**config.mk**
```make
export PLATFORM = sky130hd
export DESIGN_NAME = gat_feat_readback
export DESIGN_NICKNAME = d
export VERILOG_FILES = /design/src/rtl/gat_feat_readback.sv
export SDC_FILE = /design/constraint.sdc
export NUM_CORES = 1
export LEC_CHECK = 0
export BUFFER_PORTS_ARGS = -buffer_cell sky130_fd_sc_hd__clkbuf_2
export CORE_MARGIN = 1
export CORE_UTILIZATION = 60
export DETAILED_ROUTE_END_ITERATION = 6
export GPL_ROUTABILITY_DRIVEN = 0
export PLACE_DENSITY = 0.92
export SLEW_MARGIN = 30
export SYNTH_ARGS = -nofsm -noshare
export SYNTH_HDL_FRONTEND = slang
export SYNTH_SLANG_ARGS = --single-unit
```
**constraint.sdc**
```tcl
create_clock -name clk -period 8.9 [get_ports clk]
set_clock_uncertainty 0.05 [all_clocks]
set_input_delay 1.78 -clock clk [delete_from_list [all_inputs] [get_ports clk]]
set_output_delay 1.78 -clock clk [all_outputs]
set_load 0.1 [all_outputs]
```
**src/rtl/gat_feat_readback.sv**
```systemverilog
// Host-side reader for the GAT new-feature BRAM port B.
// Walks a word range after gat_ready and streams it out over valid/ready with tlast.
module gat_feat_readback #(
  parameter int unsigned NEW_FEATURE_WIDTH  = 32,
  parameter int unsigned NUM_SUBGRAPHS      = 2708,
  parameter int unsigned NUM_FEATURE_OUT    = 16,
  parameter int unsigned NEW_FEATURE_DEPTH  = NUM_SUBGRAPHS * NUM_FEATURE_OUT,
  parameter int unsigned NEW_FEATURE_ADDR_W = $clog2(NEW_FEATURE_DEPTH),
  parameter int unsigned BRAM_RD_LAT        = 2,
  parameter int unsigned FIFO_DEPTH         = BRAM_RD_LAT + 2
) (
  input  logic                            clk,
  input  logic                            rst,
  input  logic                            gat_ready,
  input  logic                            start,
  input  logic [NEW_FEATURE_ADDR_W-1:0]   rd_base,
  input  logic [NEW_FEATURE_ADDR_W:0]     rd_len,
  output logic [NEW_FEATURE_ADDR_W+1:0]   feat_bram_addrb,
  input  logic [NEW_FEATURE_WIDTH-1:0]    feat_bram_dout,
  output logic [NEW_FEATURE_WIDTH-1:0]    m_tdata,
  output logic                            m_tvalid,
  input  logic                            m_tready,
  output logic                            m_tlast,
  output logic                            busy,
  output logic                            done,
  output logic                            err
);

  localparam int unsigned AW    = NEW_FEATURE_ADDR_W;
  localparam int unsigned CW    = AW + 1;
  localparam int unsigned SW    = AW + 2;
  localparam int unsigned DW    = NEW_FEATURE_WIDTH;
  localparam int unsigned LAT   = BRAM_RD_LAT;
  localparam int unsigned PTR_W = (FIFO_DEPTH > 1) ? $clog2(FIFO_DEPTH) : 1;
  localparam int unsigned FC_W  = $clog2(FIFO_DEPTH + 1);
  localparam int unsigned SUM_W = FC_W + 1;

  typedef enum logic [1:0] {S_IDLE, S_WAIT_RDY, S_STREAM, S_FLUSH} state_e;

  state_e              state_q, state_d;
  logic [AW-1:0]       base_q, base_d;
  logic [CW-1:0]       len_q, len_d;
  logic [CW-1:0]       issue_cnt_q, issue_cnt_d;
  logic [CW-1:0]       out_cnt_q, out_cnt_d;
  logic [SW-1:0]       addr_q, addr_d;
  logic [LAT-1:0]      pipe_q, pipe_d;
  logic                busy_q, busy_d;
  logic                done_q, done_d;
  logic                err_q, err_d;
  logic [PTR_W-1:0]    rd_ptr_q, rd_ptr_d;
  logic [PTR_W-1:0]    wr_ptr_q, wr_ptr_d;
  logic [FC_W-1:0]     fcnt_q, fcnt_d;
  logic [DW-1:0]       mem_q [FIFO_DEPTH];

  logic                pop_c;
  logic                wr_c;
  logic                last_c;
  logic                room_c;
  logic                issue_c;
  logic                req_bad_c;
  logic [FC_W-1:0]     inflight_c;

  function automatic logic [PTR_W-1:0] ptr_inc(input logic [PTR_W-1:0] p);
    return (p == PTR_W'(FIFO_DEPTH - 1)) ? '0 : p + PTR_W'(1);
  endfunction

  // Stream side is decoded straight from the FIFO registers.
  assign m_tvalid        = (fcnt_q != '0);
  assign m_tdata         = mem_q[rd_ptr_q];
  assign last_c          = (out_cnt_q == len_q - CW'(1));
  assign m_tlast         = m_tvalid & last_c;
  assign pop_c           = m_tvalid & m_tready;
  assign wr_c            = pipe_q[LAT-1];
  assign feat_bram_addrb = addr_q;
  assign busy            = busy_q;
  assign done            = done_q;
  assign err             = err_q;

  assign req_bad_c = (rd_len == '0) ||
                     (({2'b00, rd_base} + {1'b0, rd_len}) > SW'(NEW_FEATURE_DEPTH));

  always_comb begin
    inflight_c = '0;
    for (int unsigned i = 0; i < LAT; i++) begin
      inflight_c = inflight_c + FC_W'(pipe_q[i]);
    end
  end

  // Credit: a word popping this cycle frees its slot for a new read.
  assign room_c  = ((SUM_W'(inflight_c) + SUM_W'(fcnt_q) - SUM_W'(pop_c)) < SUM_W'(FIFO_DEPTH));
  assign issue_c = (state_q == S_STREAM) && (issue_cnt_q < len_q) && room_c;

  always_comb begin
    state_d     = state_q;
    base_d      = base_q;
    len_d       = len_q;
    issue_cnt_d = issue_cnt_q;
    out_cnt_d   = out_cnt_q;
    addr_d      = addr_q;
    busy_d      = busy_q;
    done_d      = 1'b0;
    err_d       = 1'b0;
    pipe_d      = LAT'({pipe_q, issue_c});
    wr_ptr_d    = wr_c  ? ptr_inc(wr_ptr_q) : wr_ptr_q;
    rd_ptr_d    = pop_c ? ptr_inc(rd_ptr_q) : rd_ptr_q;
    fcnt_d      = fcnt_q + FC_W'(wr_c) - FC_W'(pop_c);

    if (pop_c) begin
      out_cnt_d = out_cnt_q + CW'(1);
    end
    if (issue_c) begin
      addr_d      = {AW'(base_q + AW'(issue_cnt_q)), 2'b00};
      issue_cnt_d = issue_cnt_q + CW'(1);
    end

    case (state_q)
      S_IDLE: begin
        if (start) begin
          if (req_bad_c) begin
            err_d = 1'b1;
          end else begin
            base_d      = rd_base;
            len_d       = rd_len;
            issue_cnt_d = '0;
            out_cnt_d   = '0;
            busy_d      = 1'b1;
            state_d     = gat_ready ? S_STREAM : S_WAIT_RDY;
          end
        end
      end
      S_WAIT_RDY: begin
        if (gat_ready) state_d = S_STREAM;
      end
      S_STREAM: begin
        if (issue_cnt_d == len_q) state_d = S_FLUSH;
      end
      S_FLUSH: begin
        if (pop_c && last_c) begin
          state_d = S_IDLE;
          busy_d  = 1'b0;
          done_d  = 1'b1;
        end
      end
      default: state_d = S_IDLE;
    endcase
  end

  always_ff @(posedge clk or posedge rst) begin
    if (rst) begin
      state_q     <= S_IDLE;
      base_q      <= '0;
      len_q       <= '0;
      issue_cnt_q <= '0;
      out_cnt_q   <= '0;
      addr_q      <= '0;
      pipe_q      <= '0;
      busy_q      <= 1'b0;
      done_q      <= 1'b0;
      err_q       <= 1'b0;
      rd_ptr_q    <= '0;
      wr_ptr_q    <= '0;
      fcnt_q      <= '0;
    end else begin
      state_q     <= state_d;
      base_q      <= base_d;
      len_q       <= len_d;
      issue_cnt_q <= issue_cnt_d;
      out_cnt_q   <= out_cnt_d;
      addr_q      <= addr_d;
      pipe_q      <= pipe_d;
      busy_q      <= busy_d;
      done_q      <= done_d;
      err_q       <= err_d;
      rd_ptr_q    <= rd_ptr_d;
      wr_ptr_q    <= wr_ptr_d;
      fcnt_q      <= fcnt_d;
    end
  end

  // Cleared on reset so no stale word can surface at the FIFO head.
  always_ff @(posedge clk or posedge rst) begin
    if (rst) begin
      for (int unsigned i = 0; i < FIFO_DEPTH; i++) begin
        mem_q[i] <= '0;
      end
    end else if (wr_c) begin
      mem_q[wr_ptr_q] <= feat_bram_dout;
    end
  end

  a_no_overflow: assert property (@(posedge clk) disable iff (rst)
    !(wr_c && !pop_c && (fcnt_q == FC_W'(FIFO_DEPTH))));

endmodule

```
==> flow_metrics.py, run 1 <==
metrics = {
    "yosys": {
        "post-synth-top-area-cell": "dfrtp_1",
        "syn_area_sq_um": 12700,
        "yosys.area.top_type_share": 0.443,
        "ys_types": 67,
        "syn_inst": 1154,
        "synth-main-ff-cell": "dfrtp_1",
        "synth_area_leaders": "dfrtp_1 44%, mux2_2 13%, ha_1 6.3%",
        "ys_ff_latch": 225,
        "synth.yosys.warnings": 0,
        "syn_avg_cell_area_sq_um": 11.0,
        "synth_commonest_cells": "225 x dfrtp_1, 146 x mux2_2, 95 x nand2_1",
        "synth.most_common_cell": "dfrtp_1",
        "ys_seq_area_frac": 0.443,
        "synthArstFlopShare": 1.00,
        "synth_edf_count": 0,
    },
    "floorplan": {
        "core_area_sq_um": 20500,
        "die_h_microns": 148,
        "die_w_microns": 148,
        "initial_core_util": 0.621,
        "io_pins": 125,
        "num_rows": 52,
        "die_area_sq_um": 21800,
    },
    "timing": {
        "drv_slew": 0,
        "max_slew_margin": 0.433,
        "setup_violations": 0,
        "min_period_over_period": 0.669,
        "fin_setup_tns_ps": 0,
        "grt_setup_unrepaired": "no",
        "fin_crit_ps": 5960,
        "hold_viol": 0,
        "fmax_ghz": 0.168,
        "worst-slew-pin-transition_ps": 850,
    },
    "layout": {
        "seqCellArea_sq_um": 5630,
        "multi_input_area_sq_um": 6700,
        "syn2layout_area_growth_pct": 12.5,
        "drive_gt1_frac": 0.280,
        "fillers": 1404,
        "diodes": 0,
        "fin_nets": 1391,
    },
    "global_routing": {
        "grtUsageTotal": 0.292,
        "grt_pass1_vias": 9831,
        "antenna_found_initial": 0,
        "overflow": 0,
        "grt_pass1_wl_mm": 50.6,
        "grt_max_degree": 140,
    },
    "clock_network": {
        "cts.clk_slew.worst_paths_ps": 60,
        "max-clock-path-buffers": 3,
        "cts_resized": 0,
        "root_buffer": "clkbuf_16",
        "ctsHoldBuffers": 0,
        "cts_max_level": 1,
        "cts_buffers": 24,
        "cts_tree": "built",
        "clock-sinks": 225,
        "insertion_delay_ps": 530,
        "cts_setup_buffers": 0,
    },
    "worst_setup_path": {
        "reg2reg_depth": 18,
        "path_class": "input port to flop",
        "worstPathArrival_ps": 6300,
        "required_ps": 9240,
        "cp-end-kind": "flop",
        "critical_path.max_fanout": 44,
        "startpoint_type": "input port",
    },
    "flow_run": {
        "maxCapViolations": 0,
    },
    "drt": {
        "firstDrtPassIters": 7,
        "drt_iter0_drc": 678,
        "detail-route-antenna-nets": 0,
        "drc": 0,
        "vias": 9642,
        "detail_route.wl_per_cell_microns": 20.1,
        "finalWirelength_mm": 30.9,
        "via_per_inst": 6.26,
    },
    "placement": {
        "hpwl_mm": 20.9,
        "numPortBuffers": 122,
    },
    "worst_hold_path": {
        "holdPathStages": 0,
        "worstHoldPathType": "flop to flop",
    },
    "status": {
        "status": "complete, no violations",
    },
}
==> kinds of logic (layout without fill, tap and decap cells) <==
family / after synthesis / after routing / synth area share
AOI/OAI and AO/OA: 192 / 192 / 0.0992
and+or+nand+nor: 298 / 298 / 0.112
DFF: 225 / 225 / 0.443
xor gates and xnor gates: 81 / 81 / 0.0558
buffers and inverters: 106 / 221 / 0.0319
muxes: 184 / 184 / 0.191
other: 1 / 2 / 0.000295
adders and majority gates: 67 / 67 / 0.0677
==> sequential cells by signal, summed over array words and instances (netlist names), 3 cells and up <==
register and flops:
base_q 16, fcnt_q 3, feat_bram_addrb 16, issue_cnt_q 17, len_q 17, mem_q 128
out_cnt_q 17
==> placed cells by master (no fill, tap or decap), types with 7 or more instances in the layout <==
master       n
nor3_1      12
xnor2_1     49
o21ai_0     59
a21o_1      10
clkbuf_1     9
buf_4        9
xor2_1      32
nor3b_1      7
nand2_1     95
and3_1       9
ha_1        64
mux4_2      32
a31oi_1      8
nand2b_1     7
nor2_1      77
nand4_1     10
inv_1       45
clkbuf_16   24
mux2_2     146
or4_1        7
dfrtp_1    224
nor4_1      13
clkbuf_2   122
a21oi_1     44
nand3_1     31
==> layer usage <==
metal  vias to the layer above  part of all wire  GRT usage
met4                         0             0.041      0.129
met3                        92             0.063     0.0481
li1                       4373                 -          -
met2                       427              0.49      0.499
met1                      4750              0.40      0.367
met5                         -                 0    0.00455
==> path summary, 6_finish.rpt <==
check                          start             to  slack (ps)
min in group asynchronous        rst     mem_q[103]        1280
setup reg to reg           fcnt_q[1]     state_q[1]        3440
hold reg to reg            pipe_q[0]      pipe_q[1]         380
hold / removal             pipe_q[0]      pipe_q[1]         380
setup / recovery            m_tready     state_q[1]        2940
max in group asynchronous        rst  out_cnt_q[16]        6240
==> metrics by stage <==
stage / util / worst slack, ps / cell area, sq um / hold slack (ps) / std cells
after detailed placement: 0.661 / 2580 / 13500 / 367 / 1498
after CTS: 0.698 / 3050 / 14300 / 380 / 1540
final: 0.698 / 2940 / 14300 / 379 / 1540
after global routing: 0.698 / 2730 / 14300 / 381 / 1540
after floorplan: - / 907 / 12700 / 304 / 1155
after global placement: 0.660 / 2700 / 13500 / 374 / 1498
==> critical path, stage by stage <==
cell	delay, ps
clkbuf_2	140
and2_1	290
nand2b_1	110
ha_1	300
nand3_1	90
and4b_1	200
o2111a_1	290
o211ai_4	70
buf_4	400
inv_2	250
or4_1	570
a221oi_1	320
o2111a_1	220
nand4_1	140
or4_1	600
a211o_1	360
mux2i_1	130
==> layout make-up <==
class | count | share of cell area
Clock buffer | 38 | 0.0492
Clock inverter | 4 | 0.00411
Tap cell | 270 | 0.0236
Timing Repair Buffer | 132 | 0.0482
Inverter | 47 | 0.0132
Multi-Input combinational cell | 824 | 0.468
Sequential cell | 225 | 0.394
Power of run 1 is not shown: default switching activity piles up to over one toggle a cycle in this logic, so the estimate is an artifact.
==> inputs of run 2 (changes only) <==
- ABC_AREA: unset -> 1
- CORE_UTILIZATION: 60 -> 55
- PLACE_DENSITY: 0.92 -> 0.89
- clock period: 8.9 -> 5 ns (I/O delays scaled with it)
==> flow_metrics.py, run 2 <==
metrics = {
    "status": {
        "status": "complete, no violations",
    },
    "layout": {
        "final_core_util": 0.632,
        "syn2layout_area_growth_pct": 12.2,
        "instances_no_fill": 2210,
        "final_common_cell": "nand2_1",
        "final_cell_mix": "480 x nand2_1, 230 x o21ai_0, 224 x dfrtp_1",
        "largest_reg_flops": 128,
        "diodes": 0,
        "fin_nets": 2013,
        "drive_gt1_frac": 0.103,
        "largest-register": "mem_q",
    },
    "global_routing": {
        "grtUsageTotal": 0.274,
        "grt_pass1_vias": 11767,
        "overflow": 0,
        "grt_max_degree": 71,
        "grt_pass1_wl_mm": 55.2,
        "antenna_found_initial": 0,
    },
    "worst_setup_path": {
        "crit_path_frequent_cell": "nand3_1",
        "cpPeakStageDelay_ps": 510,
        "cp-end-kind": "primary output",
        "crit_start": "len_q[0]",
        "startpoint_type": "flop",
        "critical_path.max_fanout": 5,
        "crit_path_cell_trace": "inv_1 > ha_1 > nand2_1 > nor2_1 > xor2_1 > or2_2 > nand3_1 > a21oi_1 > nand3_1 > nor4_2 > clkbuf_2",
        "required_ps": 3950,
        "path_class": "flop to primary output",
        "slowest_stage": "clkbuf_2",
        "worstPathArrival_ps": 3210,
        "r2r_start": "fcnt_q[1]",
    },
    "power_and_ir_drop": {
        "power.switching_mw": 2.56,
        "seqPwrFrac": 0.334,
        "power.density_nw_per_um2": 391,
        "p_leak_nw": 8.17,
        "swShare": 0.439,
        "internal-power_mw": 3.26,
        "p_clk_frac": 0.288,
        "p_comb_frac": 0.378,
        "peakVddDrop_mv": 0.372,
        "p_total_mw": 5.82,
    },
    "floorplan": {
        "die_area_sq_um": 24700,
        "io_pins": 125,
        "num_rows": 56,
        "die_w_microns": 157,
        "die_h_microns": 157,
        "core_area_sq_um": 23500,
        "initial_core_util": 0.563,
    },
    "drt": {
        "finalWirelength_mm": 33.4,
        "detail-route-antenna-nets": 0,
        "via_per_inst": 5.59,
        "firstDrtPassIters": 6,
        "drt_iter0_drc": 1086,
        "drc": 0,
        "vias": 12349,
        "detail_route.wl_per_cell_microns": 15.1,
    },
    "yosys": {
        "ys_seq_area_frac": 0.425,
        "synth-main-ff-cell": "dfrtp_1",
        "syn_area_sq_um": 13300,
        "yosys.area.top_type_share": 0.425,
        "synth_area_leaders": "dfrtp_1 42%, nand2_1 14%, o21ai_0 8.7%",
        "syn_inst": 1780,
        "ys_ff_latch": 225,
        "synthArstFlopShare": 1.00,
        "syn_avg_cell_area_sq_um": 7.45,
        "post-synth-top-area-cell": "dfrtp_1",
        "synth_edf_count": 0,
        "synth_commonest_cells": "484 x nand2_1, 230 x o21ai_0, 225 x dfrtp_1",
        "synth.yosys.warnings": 0,
        "ys_types": 43,
        "synth.most_common_cell": "nand2_1",
    },
    "timing": {
        "grt_setup_unrepaired": "no",
        "setup_violations": 0,
        "fmax_ghz": 0.235,
        "worst-slew-pin-transition_ps": 732,
        "max_slew_margin": 0.508,
        "drv_slew": 0,
        "hold_viol": 0,
        "fin_crit_ps": 4260,
        "fin_setup_tns_ps": 0,
        "min_period_over_period": 0.853,
    },
    "clock_network": {
        "clock-sinks": 225,
        "cts_buffers": 24,
        "cts_tree": "built",
        "ctsHoldBuffers": 0,
        "max-clock-path-buffers": 3,
        "insertion_delay_ps": 520,
        "root_buffer": "clkbuf_16",
        "cts_max_level": 1,
        "cts.clk_slew.worst_paths_ps": 60,
        "cts_setup_buffers": 0,
        "cts_resized": 0,
    },
    "flow_run": {
        "maxCapViolations": 0,
    },
    "placement": {
        "place_inst": 2169,
        "hpwl_mm": 23.1,
        "numPortBuffers": 122,
    },
    "worst_hold_path": {
        "min-delay-start": "pipe_q[0]",
        "worstHoldPathType": "flop to flop",
    },
}
==> run 2: cell count changes after synthesis, sizes merged, moves of 62 or more <==
cell / change
nand2: +389
o21ai: +185
inv: +174
mux2: -146
nor2: +91
nand3: +62
==> run 2: power by group through the flow <==
stage	Sequential (mW)	Clock, mW	Combinational [mW]
after floorplan	1.96	0	1.77
after global placement	1.97	0	2.14
after detailed placement	1.98	0	2.18
after CTS	1.94	1.69	2.19
after global routing	1.95	1.78	2.35
final	1.94	1.67	2.20
==> run 2: worst max-delay path, delay by kind of cell, from the launching register on <==
family / cells / cell delay, ps
xor+xnor: 1 / 240
buf+inv: 2 / 700
fa+ha+maj: 1 / 300
simple gates: 6 / 850
compound gates: 1 / 120
flops: 1 / 460
==> run 2: worst paths after layout <==
kind                                       to  slack (ps)  cells past startpoint
max                                   m_tlast         740                     11
min                                 pipe_q[1]         330                      0
max reg2reg                        state_q[0]         960                     27
min reg2reg                         pipe_q[1]         330                      0
max in group asynchronous         rd_ptr_q[0]        3330                      3
min in group asynchronous  feat_bram_addrb[5]         530                      2
==> run 2: layer usage <==
| metal | wire (microns) | vias up | global-route usage |
|---|---|---|---|
| met2 | 15800 | 547 | 0.461 |
| met4 | 1230 | 0 | 0.117 |
| li1 | - | 5930 | - |
| met3 | 2720 | 100 | 0.0405 |
| met5 | 0 | - | 0 |
| met1 | 13700 | 5772 | 0.351 |
==> run 2: area by class of cell <==
cell class	count	area [sq um]
Fill cell	1997	8670
Multi-Input combinational cell	1271	6550
Sequential cell	225	5630
Inverter	221	833
Timing Repair Buffer	133	731
Clock buffer	39	708
Tap cell	319	399
Clock inverter	2	16.3
==> run 2: logic make-up (layout without fill, tap and decap cells) <==
kind of cell / after synthesis / after routing / synth area share
AOI/OAI and AO/OA: 338 / 338 / 0.134
xor gates and xnor gates: 62 / 62 / 0.0420
adders and majority gates: 67 / 67 / 0.0649
buffers and inverters: 285 / 395 / 0.0840
DFF: 225 / 225 / 0.425
other: 1 / 2 / 0.000283
and+or+nand+nor: 802 / 802 / 0.250
==> run 2: stage by stage <==
stage          setup slack [ps]  hold slack, ps  area (sq um)
2_1_floorplan               556             304         13300
3_5_place_dp                678             321         14100
5_1_grt                     500             340         14900
6_report                    737             328         14900
4_1_cts                     742             331         14900
3_3_place_gp                833             325         14100
No activity file was read; power rests on OpenSTA's default activity.
